===== src/rtl/uart_tx_frame_if.sv =====
// Parallel-side handshake plus serial/status outputs of uart_tx_frame.
// DATA_BITS must match the DATA_BITS of the transmitter it is attached to.
interface uart_tx_frame_if #(
  parameter int DATA_BITS = 8
);
  logic [DATA_BITS-1:0] DIN;
  logic                 VALID;
  logic                 READY;
  logic                 BUSY;
  logic                 DONE;
  logic                 TXD;

  modport master (
    output DIN,
    output VALID,
    input  READY,
    input  BUSY,
    input  DONE,
    input  TXD
  );

  modport slave (
    input  DIN,
    input  VALID,
    output READY,
    output BUSY,
    output DONE,
    output TXD
  );
endinterface


===== src/rtl/uart_tx_frame.sv =====
// UART transmitter: START, DATA (LSB first), optional PARITY, STOP_BITS stop bits.
// Define UART_TX_FIFO_EN to add a FIFO_DEPTH-entry input buffer for back-to-back frames.
module uart_tx_frame #(
  parameter int CLKS_PER_BIT = 868,
  parameter int DATA_BITS    = 8,
  parameter int PARITY       = 0,
  parameter int STOP_BITS    = 1,
  parameter int FIFO_DEPTH   = 4
) (
  input  logic           CLK,
  input  logic           RST,
  uart_tx_frame_if.slave bus
);

`ifdef UART_TX_FIFO_EN
  localparam bit FIFO_EN = 1'b1;
`else
  localparam bit FIFO_EN = 1'b0;
`endif

  if (CLKS_PER_BIT < 2) begin : g_bad_clks
    $error("uart_tx_frame: CLKS_PER_BIT must be at least 2");
  end
  if (DATA_BITS < 5 || DATA_BITS > 9) begin : g_bad_data
    $error("uart_tx_frame: DATA_BITS must be in 5..9");
  end
  if (PARITY < 0 || PARITY > 2) begin : g_bad_parity
    $error("uart_tx_frame: PARITY must be 0, 1 or 2");
  end
  if (STOP_BITS != 1 && STOP_BITS != 2) begin : g_bad_stop
    $error("uart_tx_frame: STOP_BITS must be 1 or 2");
  end
  if (FIFO_EN && (FIFO_DEPTH < 2 || (FIFO_DEPTH & (FIFO_DEPTH - 1)) != 0)) begin : g_bad_depth
    $error("uart_tx_frame: FIFO_DEPTH must be a power of 2, at least 2");
  end

  localparam int BAUD_W = $clog2(CLKS_PER_BIT);
  localparam int IDX_W  = $clog2(DATA_BITS);
  localparam logic [BAUD_W-1:0] BAUD_LAST = BAUD_W'(CLKS_PER_BIT - 1);
  localparam logic [BAUD_W-1:0] BAUD_ONE  = BAUD_W'(1);
  localparam logic [IDX_W-1:0]  IDX_LAST  = IDX_W'(DATA_BITS - 1);
  localparam logic [IDX_W-1:0]  IDX_ONE   = IDX_W'(1);

  typedef enum logic [2:0] {
    S_IDLE,
    S_START,
    S_DATA,
    S_PARITY,
    S_STOP
  } state_t;

  state_t               state_q, state_d;
  logic [BAUD_W-1:0]    baud_q, baud_d;
  logic [IDX_W-1:0]     idx_q, idx_d;
  logic                 stop_q, stop_d;
  logic [DATA_BITS-1:0] shift_q, shift_d;
  logic                 par_q, par_d;

  logic                 bit_end;
  logic                 last_stop;
  logic                 done_cycle;
  logic                 frame_free;
  logic                 load;
  logic [DATA_BITS-1:0] load_word;
  logic                 line_bit;

  assign bit_end    = (baud_q == BAUD_LAST);
  assign last_stop  = (STOP_BITS == 1) || stop_q;
  assign done_cycle = (state_q == S_STOP) && bit_end && last_stop;

`ifdef UART_TX_FIFO_EN
  localparam int PTR_W = $clog2(FIFO_DEPTH);
  localparam logic [PTR_W-1:0] PTR_ONE  = PTR_W'(1);
  localparam logic [PTR_W:0]   CNT_ONE  = (PTR_W + 1)'(1);
  localparam logic [PTR_W:0]   CNT_FULL = (PTR_W + 1)'(FIFO_DEPTH);

  logic [DATA_BITS-1:0] mem [FIFO_DEPTH];
  logic [PTR_W-1:0]     wr_ptr_q, wr_ptr_d;
  logic [PTR_W-1:0]     rd_ptr_q, rd_ptr_d;
  logic [PTR_W:0]       count_q, count_d;
  logic                 ready_q;
  logic                 fifo_empty;
  logic                 push;
  logic                 pop;
  logic                 store;

  // The final stop cycle counts as free so the next start bit follows with no gap.
  assign frame_free = (state_q == S_IDLE) || done_cycle;
  assign fifo_empty = (count_q == '0);
  assign push       = bus.VALID & bus.READY;
  assign pop        = frame_free & ~fifo_empty;
  // An empty FIFO with a free FSM is bypassed to keep the 1-cycle accept latency.
  assign store      = push & ~(frame_free & fifo_empty);
  assign load       = frame_free & (~fifo_empty | push);
  assign load_word  = fifo_empty ? bus.DIN : mem[rd_ptr_q];

  always_comb begin
    wr_ptr_d = store ? wr_ptr_q + PTR_ONE : wr_ptr_q;
    rd_ptr_d = pop   ? rd_ptr_q + PTR_ONE : rd_ptr_q;
    count_d  = count_q;
    if (store && !pop) begin
      count_d = count_q + CNT_ONE;
    end else if (!store && pop) begin
      count_d = count_q - CNT_ONE;
    end
  end

  always_ff @(posedge CLK) begin
    if (store) begin
      mem[wr_ptr_q] <= bus.DIN;
    end
  end

  always_ff @(posedge CLK) begin
    if (RST) begin
      wr_ptr_q <= '0;
      rd_ptr_q <= '0;
      count_q  <= '0;
      ready_q  <= 1'b1;
    end else begin
      wr_ptr_q <= wr_ptr_d;
      rd_ptr_q <= rd_ptr_d;
      count_q  <= count_d;
      ready_q  <= (count_d != CNT_FULL);
    end
  end

  assign bus.READY = ready_q & ~RST;
  assign bus.BUSY  = ((state_q != S_IDLE) | ~fifo_empty) & ~RST;
`else
  assign frame_free = (state_q == S_IDLE);
  assign load       = frame_free & bus.VALID;
  assign load_word  = bus.DIN;
  assign bus.READY  = (state_q == S_IDLE) & ~RST;
  assign bus.BUSY   = (state_q != S_IDLE) & ~RST;
`endif

  always_comb begin
    state_d = state_q;
    baud_d  = bit_end ? '0 : baud_q + BAUD_ONE;
    idx_d   = idx_q;
    stop_d  = stop_q;
    shift_d = shift_q;
    par_d   = par_q;
    case (state_q)
      S_IDLE: begin
        baud_d = '0;
      end
      S_START: begin
        if (bit_end) begin
          state_d = S_DATA;
          idx_d   = '0;
        end
      end
      S_DATA: begin
        if (bit_end) begin
          shift_d = shift_q >> 1;
          if (idx_q == IDX_LAST) begin
            state_d = (PARITY != 0) ? S_PARITY : S_STOP;
            stop_d  = 1'b0;
          end else begin
            idx_d = idx_q + IDX_ONE;
          end
        end
      end
      S_PARITY: begin
        if (bit_end) begin
          state_d = S_STOP;
          stop_d  = 1'b0;
        end
      end
      S_STOP: begin
        if (bit_end) begin
          if (last_stop) begin
            state_d = S_IDLE;
          end else begin
            stop_d = 1'b1;
          end
        end
      end
      default: begin
        state_d = S_IDLE;
      end
    endcase
    // A new word overrides the return to IDLE, so it can start right after DONE.
    if (load) begin
      state_d = S_START;
      baud_d  = '0;
      shift_d = load_word;
      par_d   = (PARITY == 1) ? ~(^load_word) : ^load_word;
    end
  end

  always_ff @(posedge CLK) begin
    if (RST) begin
      state_q <= S_IDLE;
      baud_q  <= '0;
      idx_q   <= '0;
      stop_q  <= 1'b0;
      shift_q <= '0;
      par_q   <= 1'b0;
    end else begin
      state_q <= state_d;
      baud_q  <= baud_d;
      idx_q   <= idx_d;
      stop_q  <= stop_d;
      shift_q <= shift_d;
      par_q   <= par_d;
    end
  end

  always_comb begin
    line_bit = 1'b1;
    case (state_q)
      S_START:  line_bit = 1'b0;
      S_DATA:   line_bit = shift_q[0];
      S_PARITY: line_bit = par_q;
      default:  line_bit = 1'b1;
    endcase
  end

  assign bus.TXD  = line_bit | RST;
  assign bus.DONE = done_cycle & ~RST;

endmodule

===== src/flat_wrapper.sv =====
// flat-port wrapper written by rule: the top's interface ports become plain ports
module uart_tx_frame_flat 
#(
  parameter int CLKS_PER_BIT = 868,
  parameter int DATA_BITS    = 8,
  parameter int PARITY       = 0,
  parameter int STOP_BITS    = 1,
  parameter int FIFO_DEPTH   = 4
)
  (CLK, RST, bus_DIN, bus_VALID, bus_READY, bus_BUSY, bus_DONE, bus_TXD);
  uart_tx_frame_if #(.DATA_BITS(DATA_BITS)) bus_i ();
  input  logic CLK;
  input  logic RST;
  input wire logic [$bits(bus_i.DIN)-1:0] bus_DIN;
  input wire logic [$bits(bus_i.VALID)-1:0] bus_VALID;
  output wire logic [$bits(bus_i.READY)-1:0] bus_READY;
  output wire logic [$bits(bus_i.BUSY)-1:0] bus_BUSY;
  output wire logic [$bits(bus_i.DONE)-1:0] bus_DONE;
  output wire logic [$bits(bus_i.TXD)-1:0] bus_TXD;
  assign bus_i.DIN = bus_DIN;
  assign bus_i.VALID = bus_VALID;
  assign bus_READY = bus_i.READY;
  assign bus_BUSY = bus_i.BUSY;
  assign bus_DONE = bus_i.DONE;
  assign bus_TXD = bus_i.TXD;
  uart_tx_frame #(.CLKS_PER_BIT(CLKS_PER_BIT), .DATA_BITS(DATA_BITS), .PARITY(PARITY), .STOP_BITS(STOP_BITS), .FIFO_DEPTH(FIFO_DEPTH)) u_core (.CLK(CLK), .RST(RST), .bus(bus_i));
endmodule

===== config.mk =====
export PLATFORM = sky130hd
export DESIGN_NAME = uart_tx_frame_flat
export DESIGN_NICKNAME = d
export VERILOG_FILES = /design/src/rtl/uart_tx_frame_if.sv /design/src/rtl/uart_tx_frame.sv /design/src/flat_wrapper.sv
export SDC_FILE = /design/constraint.sdc
export NUM_CORES = 1
export LEC_CHECK = 0
export BUFFER_PORTS_ARGS = -buffer_cell sky130_fd_sc_hd__buf_2
export CORE_ASPECT_RATIO = 0.6
export CORE_UTILIZATION = 40
export DETAILED_ROUTE_END_ITERATION = 6
export GPL_ROUTABILITY_DRIVEN = 0
export PLACE_DENSITY_LB_ADDON = 0.08
export REMOVE_ABC_BUFFERS = 1
export SLEW_MARGIN = 20
export SYNTH_ARGS = -nofsm -noshare
export SYNTH_HDL_FRONTEND = slang
export SYNTH_SLANG_ARGS = --single-unit

===== constraint.sdc =====
create_clock -name CLK -period 1.9 [get_ports CLK]
set_input_delay 0.095 -clock CLK [delete_from_list [all_inputs] [get_ports CLK]]
set_output_delay 0.095 -clock CLK [all_outputs]
set_load 0.03 [all_outputs]

======== After elaboration in Yosys (flattened, before gate mapping) ========
Cells that the tools add are included.
cells by class
  add/sub/neg operators ................... 2
  multipliers ............................. 0
  divide/modulo/power cells ............... 0
  order comparisons ....................... 0
  eq/ne operators ......................... 18
  shift-type cells ........................ 0
  multiplexer cells ....................... 14
  bitwise operators ....................... 7
  reduce and logical (&&, ||, !) cells .... 13
operators with widths
  kind                                                                     number
  8-bit two-way mux                                                        3
  3-bit two-way mux                                                        7
  3-bit by 1-bit inequality test with 1-bit output, second input constant  5
  3-bit case mux with 5 select lines                                       1
  6-bit AND reduction                                                      2
  10-bit by 1-bit adder with 10-bit output, second input constant          1
  10-bit equality test, second input constant                              1
  2-bit by 1-bit inequality test with 1-bit output, second input constant  5
  8-bit XOR reduction                                                      1
  3-bit by 2-bit equality test with 1-bit output, second input constant    2
  3-bit equality test, second input constant                               2
  3-bit case mux with 2 select lines                                       1
  2-bit nonzero test                                                       3
  1-bit bitwise AND                                                        4
  2-bit inequality test, second input constant                             2
  4-bit AND reduction                                                      1
  4-bit OR reduction                                                       1
  3-bit by 1-bit adder with 3-bit output, second input constant            1
  3-bit by 1-bit equality test with 1-bit output, second input constant    1
  3-bit zero test                                                          1
  1-bit case mux with 3 select lines                                       1
  3-bit nonzero test                                                       1
  1-bit inverter                                                           2
  2-bit AND reduction                                                      1
  4 further kinds                                                          4
word-level totals
  register bits ........................... 25
  bits in latches ......................... 0
  RAM bits ................................ 0
  ROM bits ................................ 0
  input port bits ......................... 11
  output and inout bits ................... 4
  word-level logic and storage cells ...... 60
  memories kept ........................... 0

======== Longest topological paths before layout ========
Gate-level depths: netlist of the first run.
  depth after elaboration ................. 5
  mapped depth ............................ 6
  gate-level depth less buffers ........... 6

======== Worst setup path before layout of the first run ========
No wires, ideal clock.
  path type ............................... flip-flop to output port
  start ................................... register u_core.baud_q[0]
  end ..................................... output bus_DONE
  arrival time ............................ 1848 ps
  required time ........................... 1805 ps
  setup slack ............................. -43 ps
  stages on the path, launching flop included .. 5
  cell sequence ........................... dfxtp_1 -> ha_1 -> and2_1 -> nand3_2 -> nor4_1
between the ends
  cells in the longest elaborated chain, start to end .. 3
ends and longest elaborated chain
  item                      RTL line              source
  start: declaration        uart_tx_frame.sv:53   logic [BAUD_W-1:0] baud_q, baud_d;
  start signal: assignment  uart_tx_frame.sv:204  baud_q <= baud_d;
  10-bit equality test      uart_tx_frame.sv:67   assign bit_end = (baud_q == BAUD_LAST);
  1-bit logical AND         uart_tx_frame.sv:69   assign done_cycle = (state_q == S_STOP) && bit_end && last_stop;
  1-bit bitwise AND         uart_tx_frame.sv:223  assign bus.DONE = done_cycle & ~RST;
  end: declaration          flat_wrapper.sv:18    output wire logic [$bits(bus_i.DONE)-1:0] bus_DONE;
No other way between the ends.

======== Worst setup path after layout of the first run ========
  start ................................... register u_core.baud_q[1]
  end ..................................... output bus_DONE
Same word-level chain as after synthesis.

==> results_tabular.tex, run 1 <==
\begin{tabular}{lr}
\hline
Metric & Value \\
\hline
\multicolumn{2}{l}{\textbf{Timing}} \\
\quad Max-slew headroom & 0.692 \\
\quad Min cycle time layout & 1.83 ns \\
\quad Setup repair after global routing missed its margin & yes \\
\quad Worst setup skew after layout & 0.00534 ns \\
\quad Final Hold Violating Endpoints & 0 \\
\quad Setup violations, final & 0 \\
\quad Setup TNS & 0 ns \\
\quad Maximum clock frequency & 547 MHz \\
\quad Total count of max-transition violations in the final report & 0 \\
\quad Post-route clock period utilization & 0.962 \\
\quad Worst-margin pin slew & 0.457 ns \\
\multicolumn{2}{l}{\textbf{Setup path}} \\
\quad Startpoint type of the worst setup path & register \\
\quad CP arrival & around 1.7 ns \\
\quad Endpoint required time on the critical path & 1.80 ns \\
\quad Endpoint kind of the worst setup timing path & primary output \\
\quad Maximum fanout along the worst path & 6 \\
\quad Class of the most critical setup path & register to primary output \\
\multicolumn{2}{l}{\textbf{Clock network}} \\
\quad Clock Pin Slew Worst Setup and Hold Paths & 0.09 ns \\
\quad Source-to-sink clock delay at the later pin of the worst-skew pair & 0.27 ns \\
\quad Number of levels in the clock H-tree & 1 \\
\quad Clock Path Buffers & 2 \\
\quad CTS sink cnt & 25 \\
\quad Number of buffers inserted by post-CTS setup repair & 0 \\
\quad TritonCTS clock tree & yes \\
\quad Number of CTS-inserted buffers & 3 \\
\quad Clk root buf & sky130\_fd\_sc\_hd\_\_clkbuf\_8 \\
\quad Cts repair resizes & 4 \\
\quad Number of hold-repair buffers added at the cts stage & 0 \\
\multicolumn{2}{l}{\textbf{Routing}} \\
\quad DRC violations left & 0 \\
\quad Detailed Route WL & 2780 um \\
\quad Number of iterations in the first detailed-routing pass & 4 \\
\quad Total vias in the final route & 1059 \\
\quad Average detailed-routed wire length per instance & between 10 and 15 um \\
\quad Antenna Nets Post-Route & 0 \\
\quad 1st-iter DRT viols & 96 \\
\quad Vias per cell & 5.12 \\
\multicolumn{2}{l}{\textbf{Run status}} \\
\quad Status & completed \\
\multicolumn{2}{l}{\textbf{Pwr}} \\
\quad Power density cells & just under 700 nW/um2 \\
\quad Maximum vdd ir drop & $\sim$0.37 mV \\
\quad Reported leakage power & 0.524 nW \\
\multicolumn{2}{l}{\textbf{Synthesis}} \\
\quad Async set-reset flop share out of synthesis & 0 \\
\quad Area share of the largest cell type after synthesis & 0.385 \\
\quad Number of library cell types mapped by synthesis & 34 \\
\quad Avg Inst Size Synth & approximately 8.7 um2 \\
\quad Cell types occupying the most area after synthesis & sky130\_fd\_sc\_hd\_\_dfxtp\_1 39\%, sky130\_fd\_sc\_hd\_\_nor2\_1 9.0\%, sky130\_fd\_sc\_hd\_\_xnor2\_1 8.8\% \\
\quad Cell types with the highest counts after synthesis & 31 x sky130\_fd\_sc\_hd\_\_nor2\_1, 25 x sky130\_fd\_sc\_hd\_\_dfxtp\_1, 13 x sky130\_fd\_sc\_hd\_\_xnor2\_1 \\
\quad Post-synthesis cell type with the largest combined area & sky130\_fd\_sc\_hd\_\_dfxtp\_1 \\
\quad Synthesized area & 1300 um2 \\
\quad Gate count of the mapped netlist & 149 \\
\quad Sequential element share of the synthesized area & 0.385 \\
\quad Number of flops mapped to enable cells by yosys & 0 \\
\quad Most frequent cell after synthesis & sky130\_fd\_sc\_hd\_\_nor2\_1 \\
\quad Warnings, synthesis & 0 \\
\quad Register bit total from synthesis & 25 \\
\quad Primary flip-flop cell chosen by synthesis mapping & sky130\_fd\_sc\_hd\_\_dfxtp\_1 \\
\multicolumn{2}{l}{\textbf{GRT}} \\
\quad Combined global-route utilization of all metal layers & 0.178 \\
\quad Number of antenna violations at the first check in global routing & 0 \\
\quad Overflow left after global routing & 0 \\
\quad First-pass GRT wire length & between 4000 and 5000 um \\
\quad Largest net degree at the start of global routing & 22 \\
\quad Via count of the first global-routing pass & 918 \\
\multicolumn{2}{l}{\textbf{Final layout}} \\
\quad Diodes inserted & 0 \\
\quad \# nets final & 180 \\
\quad Share of layout cells above drive strength 1 & 0.224 \\
\quad Number of cells in the finished layout apart from fillers & 207 \\
\quad Area growth, synth to finish & 16.0\% \\
\multicolumn{2}{l}{\textbf{Job}} \\
\quad Max-cap violation count & 0 \\
\multicolumn{2}{l}{\textbf{Floorplan}} \\
\quad Chip width & 75.6 um \\
\quad Std-Cell Core Area & 2980 um2 \\
\quad Area of the die & between 3000 and 4000 um2 \\
\quad I/O pin count & 15 \\
\quad Number of placement rows & 15 \\
\quad Die Ht & 46.1 um \\
\quad Initial cell density of the core & 0.435 \\
\multicolumn{2}{l}{\textbf{Place}} \\
\quad Port buffer count & 14 \\
\quad Dpl hpwl & 2130 um \\
\quad Placed Cells & 203 \\
\multicolumn{2}{l}{\textbf{Hold path}} \\
\quad Worst Hold Class & primary input to register \\
\hline
\end{tabular}
## cells in the final DEF (no fill, tap or decap), drive strengths merged
cell type / instances
a2111oi: 7
a211oi: 3
a21oi: 3
a31oi: 2
and2: 2
and3: 2
buf: 19
clkbuf: 4
dfxtp: 25
ha: 3
inv: 4
mux2i: 1
nand2: 9
nand2b: 3
nand3: 5
nand4: 2
nor2: 31
nor2b: 1
nor3: 10
nor3b: 2
nor4: 3
o21ai: 3
o32ai: 2
or2: 1
or3: 1
or3b: 1
or4b: 1
xnor2: 13
xor2: 2
## logic make-up after synthesis
kind of cell,share of synthesized area
and+or+nand+nor,0.291
buffers and inverters,0.0376
AOI/OAI and AO/OA,0.148
adders and majority gates,0.0289
DFF,0.385
muxes,0.00771
xor gates and xnor gates,0.101
## critical path, stage by stage, from the launching register on
cell                      delay (ns)
sky130_fd_sc_hd__dfxtp_1        0.41
sky130_fd_sc_hd__ha_4           0.19
sky130_fd_sc_hd__and2_1         0.16
sky130_fd_sc_hd__nand3_2        0.13
sky130_fd_sc_hd__buf_4          0.19
sky130_fd_sc_hd__nor4_2         0.20
sky130_fd_sc_hd__buf_4          0.19
## per-layer routing
metal | wire length (um) | part of all wire | vias up | GRT usage
li1 | - | - | 552 | -
met1 | 1550 | 0.56 | 491 | 0.287
met2 | 1120 | 0.40 | 12 | 0.230
met3 | 83 | 0.030 | 4 | 0.0460
met4 | 19 | 0.0068 | 0 | 0.0333
met5 | 0 | 0 | - | 0
## sequential cells by signal, indices dropped and copies added (netlist names)
register        flops
u_core.shift_q      8
u_core.baud_q      10
u_core.par_q        1
u_core.state_q      3
u_core.idx_q        3
## power by group
group | switching, mW | internal [mW]
Clock | 0.164 | 0.150
Combinational | 0.0799 | 0.0601
Sequential | 0.0164 | 0.545
Total | 0.261 | 0.755
## path summary, 6_finish.rpt
check | slack, ns | depth (start not counted) | startpoint | to
worst min-delay path | 0.12 | 3 | bus_DIN[7] | u_core.shift_q[7]$_SDFFE_PP0P_
worst max-delay path | 0.07 | 6 | u_core.baud_q[1]$_SDFF_PP0_ | bus_DONE
worst min register to register | 0.48 | 1 | u_core.baud_q[0]$_SDFF_PP0_ | u_core.baud_q[0]$_SDFF_PP0_
worst max register to register | 0.22 | 6 | u_core.idx_q[0]$_SDFFE_PP0P_ | u_core.idx_q[0]$_SDFFE_PP0P_
## cell type report
| cell class | count | area, um2 |
|---|---|---|
| fill | 290 | 1480 |
| multi-input combinational | 113 | 769 |
| sequential | 25 | 502 |
| timing repair buffer | 19 | 123 |
| tap | 42 | 52.6 |
| clock buffer | 4 | 45.0 |
| inverter | 4 | 15.0 |
## stage by stage
stage	hold WS (ns)	setup WS (ns)	utilization	total power [mW]	area, um2
floorplan	0.164	-0.0431	-	0.662	1260
global placement	0.385	0.165	0.482	0.707	1440
detailed placement	0.398	0.144	0.482	0.712	1440
CTS	0.117	0.00507	0.502	1.03	1500
global route	0.128	-0.00133	0.505	1.07	1510
finish	0.117	0.0721	0.505	1.02	1510
(Power assumes the default switching activity.)
==> run 2: changes to the inputs <==
--- a/config.mk
+++ b/config.mk
@@ -5,6 +5,7 @@
 export SDC_FILE = /design/constraint.sdc
 export NUM_CORES = 1
 export LEC_CHECK = 0
+export ABC_AREA = 1
 export BUFFER_PORTS_ARGS = -buffer_cell sky130_fd_sc_hd__buf_2
 export CORE_ASPECT_RATIO = 0.6
 export CORE_UTILIZATION = 40
==> run 2 against run 1 <==
Compared with the run above:
- sequential power shrank 2%
- via count grew 22%
- die area grew 12%
- global-route usage shrank 0.16 points
- final cell count grew 36%
- cell area grew 7.7%
- count of clock-buffer cells in the layout shrank 1
- register-to-register slack gained 0.24 ns
- largest power group unchanged
==> results_tabular.tex, run 2 <==
\begin{tabular}{lr}
\hline
Metric & Value \\
\hline
\multicolumn{2}{l}{\textbf{GRT}} \\
\quad Via count of the first global-routing pass & 1180 \\
\quad First-pass GRT wire length & 5420 um \\
\quad Number of antenna violations at the first check in global routing & 0 \\
\quad Combined global-route utilization of all metal layers & 0.177 \\
\quad Largest net degree at the start of global routing & 19 \\
\quad Overflow left after global routing & 0 \\
\multicolumn{2}{l}{\textbf{Clock network}} \\
\quad Number of hold-repair buffers added at the cts stage & 0 \\
\quad Source-to-sink clock delay at the later pin of the worst-skew pair & around 0.27 ns \\
\quad Number of buffers inserted by post-CTS setup repair & 0 \\
\quad Number of levels in the clock H-tree & 1 \\
\quad Cts repair resizes & 0 \\
\quad Clock Pin Slew Worst Setup and Hold Paths & 0.09 ns \\
\quad Number of CTS-inserted buffers & 3 \\
\quad Clock Path Buffers & 2 \\
\quad CTS sink cnt & 25 \\
\quad Clk root buf & sky130\_fd\_sc\_hd\_\_clkbuf\_8 \\
\quad TritonCTS clock tree & yes \\
\multicolumn{2}{l}{\textbf{Setup path}} \\
\quad Worst Reg2Reg Path Length in Cells & 9 \\
\quad Startpoint of the lowest-slack register-to-register path & u\_core.baud\_q[0]\$\_SDFF\_PP0\_ \\
\quad Worst reg-to-reg setup slack & 0.46 ns \\
\quad R2R Path End & u\_core.state\_q[2]\$\_SDFFE\_PP0P\_ \\
\quad Endpoint kind of the worst setup timing path & primary output \\
\quad Crit-path leading delay family & simple AND/OR/NAND/NOR gates \\
\quad CP Buf/Inv Count & 1 \\
\quad Slowest cell on the critical path & sky130\_fd\_sc\_hd\_\_dfxtp\_2 \\
\quad CP arrival & 1.56 ns \\
\quad Crit path largest cell delay & 0.39 ns \\
\quad Startpoint type of the worst setup path & register \\
\quad Maximum fanout along the worst path & 6 \\
\quad Endpoint required time on the critical path & 1.80 ns \\
\quad Class of the most critical setup path & register to primary output \\
\quad Ordered list of cells on the worst path & ha\_1 -> nand2\_1 -> nor2\_2 -> nand2\_2 -> nor4\_2 -> buf\_4 \\
\multicolumn{2}{l}{\textbf{Final layout}} \\
\quad Number of flip-flops in the largest register & 10 \\
\quad Util after Layout & 0.483 \\
\quad Area growth, synth to finish & 11.2\% \\
\quad Registers with the most flip-flops & u\_core.baud\_q: 10 flops, u\_core.shift\_q: 8 flops \\
\quad Final std cell area, no fill & around 1600 um2 \\
\quad Number of cells in the finished layout apart from fillers & between 200 and 300 \\
\quad Diodes inserted & 0 \\
\quad Top reg by flops & u\_core.baud\_q \\
\quad \# nets final & 251 \\
\quad Share of layout cells above drive strength 1 & 0.165 \\
\quad Top library cells by usage in the layout, fill and taps aside & 76 x sky130\_fd\_sc\_hd\_\_nand2\_1, 24 x sky130\_fd\_sc\_hd\_\_dfxtp\_1, 22 x sky130\_fd\_sc\_hd\_\_inv\_1, 21 x sky130\_fd\_sc\_hd\_\_nand3\_1, 18 x sky130\_fd\_sc\_hd\_\_nor2\_1 \\
\quad Most common cell after layout, fill and taps aside & sky130\_fd\_sc\_hd\_\_nand2\_1 \\
\multicolumn{2}{l}{\textbf{Hold path}} \\
\quad Hold depth & 3 \\
\quad Startpoint of the worst hold path & bus\_DIN[7] \\
\quad Worst Hold Class & primary input to register \\
\quad Hold worst-path end & u\_core.shift\_q[7]\$\_SDFFE\_PP0P\_ \\
\multicolumn{2}{l}{\textbf{Timing}} \\
\quad Total count of max-transition violations in the final report & 0 \\
\quad Min cycle time layout & 1.66 ns \\
\quad PnR worst setup slack & 0.240 ns \\
\quad Final Hold Violating Endpoints & 0 \\
\quad Hold slack final & about 0.12 ns \\
\quad Setup violations, final & 0 \\
\quad Worst setup skew after layout & 0.00124 ns \\
\quad Maximum clock frequency & 603 MHz \\
\quad Setup TNS & 0 ns \\
\quad Setup repair after global routing missed its margin & no \\
\quad Post-route clock period utilization & 0.873 \\
\quad Worst-margin pin slew & 0.371 ns \\
\quad Max-slew headroom & 0.752 \\
\multicolumn{2}{l}{\textbf{Routing}} \\
\quad DRC violations left & 0 \\
\quad Total vias in the final route & around 1300 \\
\quad Detailed Route WL & 2950 um \\
\quad Vias per cell & 4.58 \\
\quad Average detailed-routed wire length per instance & 10.5 um \\
\quad Antenna Nets Post-Route & 0 \\
\quad 1st-iter DRT viols & 39 \\
\quad Number of iterations in the first detailed-routing pass & 5 \\
\multicolumn{2}{l}{\textbf{Synthesis}} \\
\quad Gate count of the mapped netlist & 221 \\
\quad Warnings, synthesis & 0 \\
\quad Cell types occupying the most area after synthesis & sky130\_fd\_sc\_hd\_\_dfxtp\_1 34\%, sky130\_fd\_sc\_hd\_\_nand2\_1 20\%, sky130\_fd\_sc\_hd\_\_nand3\_1 7.2\% \\
\quad Sequential element share of the synthesized area & 0.343 \\
\quad Primary flip-flop cell chosen by synthesis mapping & sky130\_fd\_sc\_hd\_\_dfxtp\_1 \\
\quad Most frequent cell after synthesis & sky130\_fd\_sc\_hd\_\_nand2\_1 \\
\quad Avg Inst Size Synth & 6.60 um2 \\
\quad Cell types with the highest counts after synthesis & 76 x sky130\_fd\_sc\_hd\_\_nand2\_1, 25 x sky130\_fd\_sc\_hd\_\_dfxtp\_1, 22 x sky130\_fd\_sc\_hd\_\_inv\_1 \\
\quad Register bit total from synthesis & 25 \\
\quad Synthesized area & 1460 um2 \\
\quad Number of library cell types mapped by synthesis & 28 \\
\quad Async set-reset flop share out of synthesis & 0 \\
\quad Area share of the largest cell type after synthesis & 0.343 \\
\quad Number of flops mapped to enable cells by yosys & 0 \\
\quad Post-synthesis cell type with the largest combined area & sky130\_fd\_sc\_hd\_\_dfxtp\_1 \\
\multicolumn{2}{l}{\textbf{Place}} \\
\quad Placed standard-cell area & 1570 um2 \\
\quad Port buffer count & 14 \\
\quad Placed Cells & roughly 280 \\
\quad Worst slack at placement & 0.395 ns \\
\quad Dpl hpwl & roughly 2300 um \\
\multicolumn{2}{l}{\textbf{Pwr}} \\
\quad Power density cells & 630 nW/um2 \\
\quad PnR Total Power & 1.02 mW \\
\quad Maximum vdd ir drop & 0.309 mV \\
\quad Reported leakage power & 0.716 nW \\
\multicolumn{2}{l}{\textbf{Floorplan}} \\
\quad I/O pin count & 15 \\
\quad Chip width & around 80 um \\
\quad Area of the die & 3900 um2 \\
\quad Die Ht & 48.8 um \\
\quad Initial cell density of the core & 0.434 \\
\quad Std-Cell Core Area & 3360 um2 \\
\quad Number of placement rows & 16 \\
\multicolumn{2}{l}{\textbf{Run status}} \\
\quad Status & completed \\
\multicolumn{2}{l}{\textbf{Job}} \\
\quad Max-cap violation count & 0 \\
\hline
\end{tabular}
## run 2: area by class of cell
cell class | count | area (um2)
fillers | 355 | 1740
multi-input cells | 166 | 842
flip-flops and latches | 25 | 502
inverters | 27 | 104
repair buffers | 14 | 72.6
well taps | 45 | 56.3
clock buffers | 3 | 41.3
clock inverters | 1 | 5.00
## run 2: where the power goes
part           internal (mW)  switching (mW)  leakage [nW]  total [mW]
Combinational         0.0521           0.103         0.488       0.155
Sequential             0.537          0.0108         0.203       0.548
Clock                  0.147           0.173        0.0255       0.320
Total                  0.736           0.286         0.716        1.02
## run 2: worst max path at each step
| stage | to | start | slack [ns] | depth (start not counted) |
|---|---|---|---|---|
| 2_1_floorplan | bus_DONE | u_core.baud_q[0]$_SDFF_PP0_ | -0.005 | 5 |
| 3_3_place_gp | bus_DONE | u_core.baud_q[0]$_SDFF_PP0_ | 0.40 | 6 |
| 3_5_place_dp | bus_DONE | u_core.baud_q[0]$_SDFF_PP0_ | 0.40 | 6 |
| 4_1_cts | bus_DONE | u_core.baud_q[0]$_SDFF_PP0_ | 0.07 | 6 |
| 5_1_grt | bus_DONE | u_core.baud_q[0]$_SDFF_PP0_ | 0.09 | 6 |
| 6_report | bus_DONE | u_core.baud_q[0]$_SDFF_PP0_ | 0.24 | 6 |
## run 2: worst register-to-register path: cells and delay by family, from the launching register on
family                   cells  cell delay (ns)
flip-flops                   1             0.39
buffers and inverters        1             0.10
adder cells (fa/ha/maj)      1             0.20
AND/OR/NAND/NOR              7             0.71
## run 2: layer usage
metal	track usage	vias up	wire length, um
met4	0.0268	0	11
li1	-	736	-
met2	0.238	17	1010
met5	0	-	0
met3	0.0505	2	98
met1	0.277	533	1830
## run 2: cells by family (layout without fill, tap and decap cells)
logic type / count (synthesis) / after routing / share of synthesized area
DFF: 25 / 25 / 0.343
and+or+nand+nor: 137 / 137 / 0.443
adders and majority gates: 3 / 3 / 0.0257
buffers and inverters: 30 / 45 / 0.0840
xor gates and xnor gates: 4 / 4 / 0.0240
AOI/OAI and AO/OA: 22 / 22 / 0.0798
==> run 3: changes to the inputs <==
--- a/config.mk
+++ b/config.mk
@@ -9,6 +9,7 @@
 export BUFFER_PORTS_ARGS = -buffer_cell sky130_fd_sc_hd__buf_2
 export CORE_ASPECT_RATIO = 0.6
 export CORE_UTILIZATION = 40
+export CTS_BUF_LIST = sky130_fd_sc_hd__clkbuf_16
 export DETAILED_ROUTE_END_ITERATION = 6
 export GPL_ROUTABILITY_DRIVEN = 0
 export PLACE_DENSITY_LB_ADDON = 0.08
==> run 3 against run 2 <==
Compared with the run above:
- critical path depth stayed put
- combinational power hardly changed
- largest power group unchanged
- clock power is 47% higher
- largest cell class unchanged
- critical endpoint unchanged
==> results_tabular.tex, run 3 (synthesis results as in run 2) <==
\begin{tabular}{lr}
\hline
Metric & Value \\
\hline
\multicolumn{2}{l}{\textbf{GRT}} \\
\quad Number of antenna violations at the first check in global routing & 0 \\
\quad Overflow left after global routing & 0 \\
\quad Via count of the first global-routing pass & $\sim$1200 \\
\quad Largest net degree at the start of global routing & 19 \\
\quad Combined global-route utilization of all metal layers & 0.177 \\
\quad First-pass GRT wire length & 5400 um \\
\multicolumn{2}{l}{\textbf{Place}} \\
\quad Dpl hpwl & 2290 um \\
\quad Port buffer count & 14 \\
\quad Placed Cells & 277 \\
\multicolumn{2}{l}{\textbf{Timing}} \\
\quad Worst-margin pin slew & roughly 0.38 ns \\
\quad Post-route clock period utilization & 0.909 \\
\quad Max-slew headroom & 0.748 \\
\quad Min cycle time layout & 1.73 ns \\
\quad Total count of max-transition violations in the final report & 0 \\
\quad Maximum clock frequency & about 580 MHz \\
\quad Setup violations, final & 0 \\
\quad Setup repair after global routing missed its margin & no \\
\quad Final Hold Violating Endpoints & 0 \\
\quad Worst setup skew after layout & 0.00257 ns \\
\multicolumn{2}{l}{\textbf{Setup path}} \\
\quad Endpoint kind of the worst setup timing path & primary output \\
\quad Slowest cell on the critical path & sky130\_fd\_sc\_hd\_\_dfxtp\_1 \\
\quad Endpoint required time on the critical path & 1.80 ns \\
\quad Worst Reg2Reg Path Length in Cells & 9 \\
\quad Class of the most critical setup path & register to primary output \\
\quad Startpoint type of the worst setup path & register \\
\quad Ordered list of cells on the worst path & ha\_1 -> nand2\_1 -> nor2\_2 -> nand2\_2 -> nor4\_2 -> buf\_4 \\
\quad Maximum fanout along the worst path & 6 \\
\quad Crit path largest cell delay & 0.42 ns \\
\quad CP arrival & 1.63 ns \\
\multicolumn{2}{l}{\textbf{Run status}} \\
\quad Status & completed \\
\multicolumn{2}{l}{\textbf{Final layout}} \\
\quad Share of layout cells above drive strength 1 & 0.161 \\
\quad Top library cells by usage in the layout, fill and taps aside & 76 x sky130\_fd\_sc\_hd\_\_nand2\_1, 25 x sky130\_fd\_sc\_hd\_\_dfxtp\_1, 22 x sky130\_fd\_sc\_hd\_\_inv\_1, 21 x sky130\_fd\_sc\_hd\_\_nand3\_1, 18 x sky130\_fd\_sc\_hd\_\_nor2\_1 \\
\quad Number of flip-flops in the largest register & 10 \\
\quad Util after Layout & 0.492 \\
\quad Top reg by flops & u\_core.baud\_q \\
\quad Area growth, synth to finish & 13.5\% \\
\quad Number of cells in the finished layout apart from fillers & roughly 280 \\
\quad \# nets final & between 200 and 300 \\
\quad Diodes inserted & 0 \\
\quad Most common cell after layout, fill and taps aside & sky130\_fd\_sc\_hd\_\_nand2\_1 \\
\quad Registers with the most flip-flops & u\_core.baud\_q: 10 flops, u\_core.shift\_q: 8 flops \\
\multicolumn{2}{l}{\textbf{Pwr}} \\
\quad Power density cells & 709 nW/um2 \\
\quad Clock network fraction of total power & 0.401 \\
\quad Sequential cell fraction of total power & 0.467 \\
\quad Logic pwr share & 0.132 \\
\quad Maximum vdd ir drop & 0.441 mV \\
\quad Net switching share of the total power & 0.256 \\
\quad Cell-internal power & approximately 0.87 mW \\
\quad Reported leakage power & between 0.7 and 0.8 nW \\
\quad Power spent charging and discharging nets & between 0.3 and 0.4 mW \\
\multicolumn{2}{l}{\textbf{Clock network}} \\
\quad Clk root buf & sky130\_fd\_sc\_hd\_\_clkbuf\_16 \\
\quad Clock Path Buffers & 2 \\
\quad Source-to-sink clock delay at the later pin of the worst-skew pair & 0.26 ns \\
\quad Number of hold-repair buffers added at the cts stage & 0 \\
\quad CTS sink cnt & 25 \\
\quad Clock Pin Slew Worst Setup and Hold Paths & 0.06 ns \\
\quad Number of levels in the clock H-tree & 1 \\
\quad Number of CTS-inserted buffers & 3 \\
\quad TritonCTS clock tree & yes \\
\multicolumn{2}{l}{\textbf{Routing}} \\
\quad Detailed Route WL & 2960 um \\
\quad Average detailed-routed wire length per instance & 10.5 um \\
\quad Antenna Nets Post-Route & 0 \\
\quad Vias per cell & roughly 4.6 \\
\quad 1st-iter DRT viols & 41 \\
\quad Total vias in the final route & 1284 \\
\quad DRC violations left & 0 \\
\quad Number of iterations in the first detailed-routing pass & 4 \\
\multicolumn{2}{l}{\textbf{Hold path}} \\
\quad Hold depth & 3 \\
\quad Worst Hold Class & primary input to register \\
\multicolumn{2}{l}{\textbf{Floorplan}} \\
\quad Chip width & $\sim$80 um \\
\quad Number of placement rows & 16 \\
\quad I/O pin count & 15 \\
\quad Initial cell density of the core & 0.434 \\
\quad Die Ht & 48.8 um \\
\quad Area of the die & $\sim$3900 um2 \\
\quad Std-Cell Core Area & 3360 um2 \\
\multicolumn{2}{l}{\textbf{Job}} \\
\quad Max-cap violation count & 0 \\
\hline
\end{tabular}
[run 3: path summary, 6_finish.rpt]
| kind | start | endpoint | slack (ns) |
|---|---|---|---|
| worst min-delay path | bus_DIN[7] | u_core.shift_q[7]$_SDFFE_PP0P_ | 0.13 |
| worst max-delay path | u_core.baud_q[0]$_SDFF_PP0_ | bus_DONE | 0.17 |
| worst min register to register | u_core.idx_q[1]$_SDFFE_PP0P_ | u_core.idx_q[1]$_SDFFE_PP0P_ | 0.47 |
| worst max register to register | u_core.baud_q[0]$_SDFF_PP0_ | u_core.state_q[2]$_SDFFE_PP0P_ | 0.39 |
[run 3: worst max-delay path: cells and delay by family, from the launching register on]
kind | cells | cell delay (ns)
and+or+nand+nor | 4 | 0.52
DFF | 1 | 0.42
adders and majority gates | 1 | 0.22
buffers and inverters | 1 | 0.20
[run 3: repair_timing]
action                                  4_1_cts  5_1_grt
endpoints found under the setup margin        0        1
buffers inserted                              0        0
resized for setup                             0        2
[run 3: power by group through the flow]
stage	clock network, mW	logic, mW	registers [mW]
4_1_cts	0.483	0.156	0.548
6_report	0.470	0.155	0.548
3_3_place_gp	0	0.155	0.560
2_1_floorplan	0	0.108	0.558
5_1_grt	0.497	0.181	0.550
3_5_place_dp	0	0.155	0.560
[run 3: area by class of cell]
class,instances,area [um2]
Timing Repair Buffer,14,72.6
Clock inverter,1,5.00
Multi-Input combinational cell,166,842
Clock buffer,3,75.1
Tap cell,45,56.3
Sequential cell,25,500
Inverter,27,104
Fill cell,350,1710
[run 3: metal layers]
metal,vias to the layer above,global-route usage,part of all wire
met5,-,0,0
met4,0,0.0357,0.0071
met3,4,0.0449,0.036
met2,16,0.239,0.34
met1,529,0.276,0.62
li1,735,-,-
[run 3: per-stage QoR]
stage	setup slack, ns	power [mW]	cell area, um2	setup TNS, ns	hold slack (ns)
after floorplan	-0.00538	0.666	1440	-0.00538	0.164
after global placement	0.403	0.715	1570	0	0.410
after detailed placement	0.395	0.715	1570	0	0.411
after CTS	0.0967	1.19	1650	0	0.134
after global routing	0.0221	1.23	1660	0	0.152
final	0.172	1.17	1660	0	0.133
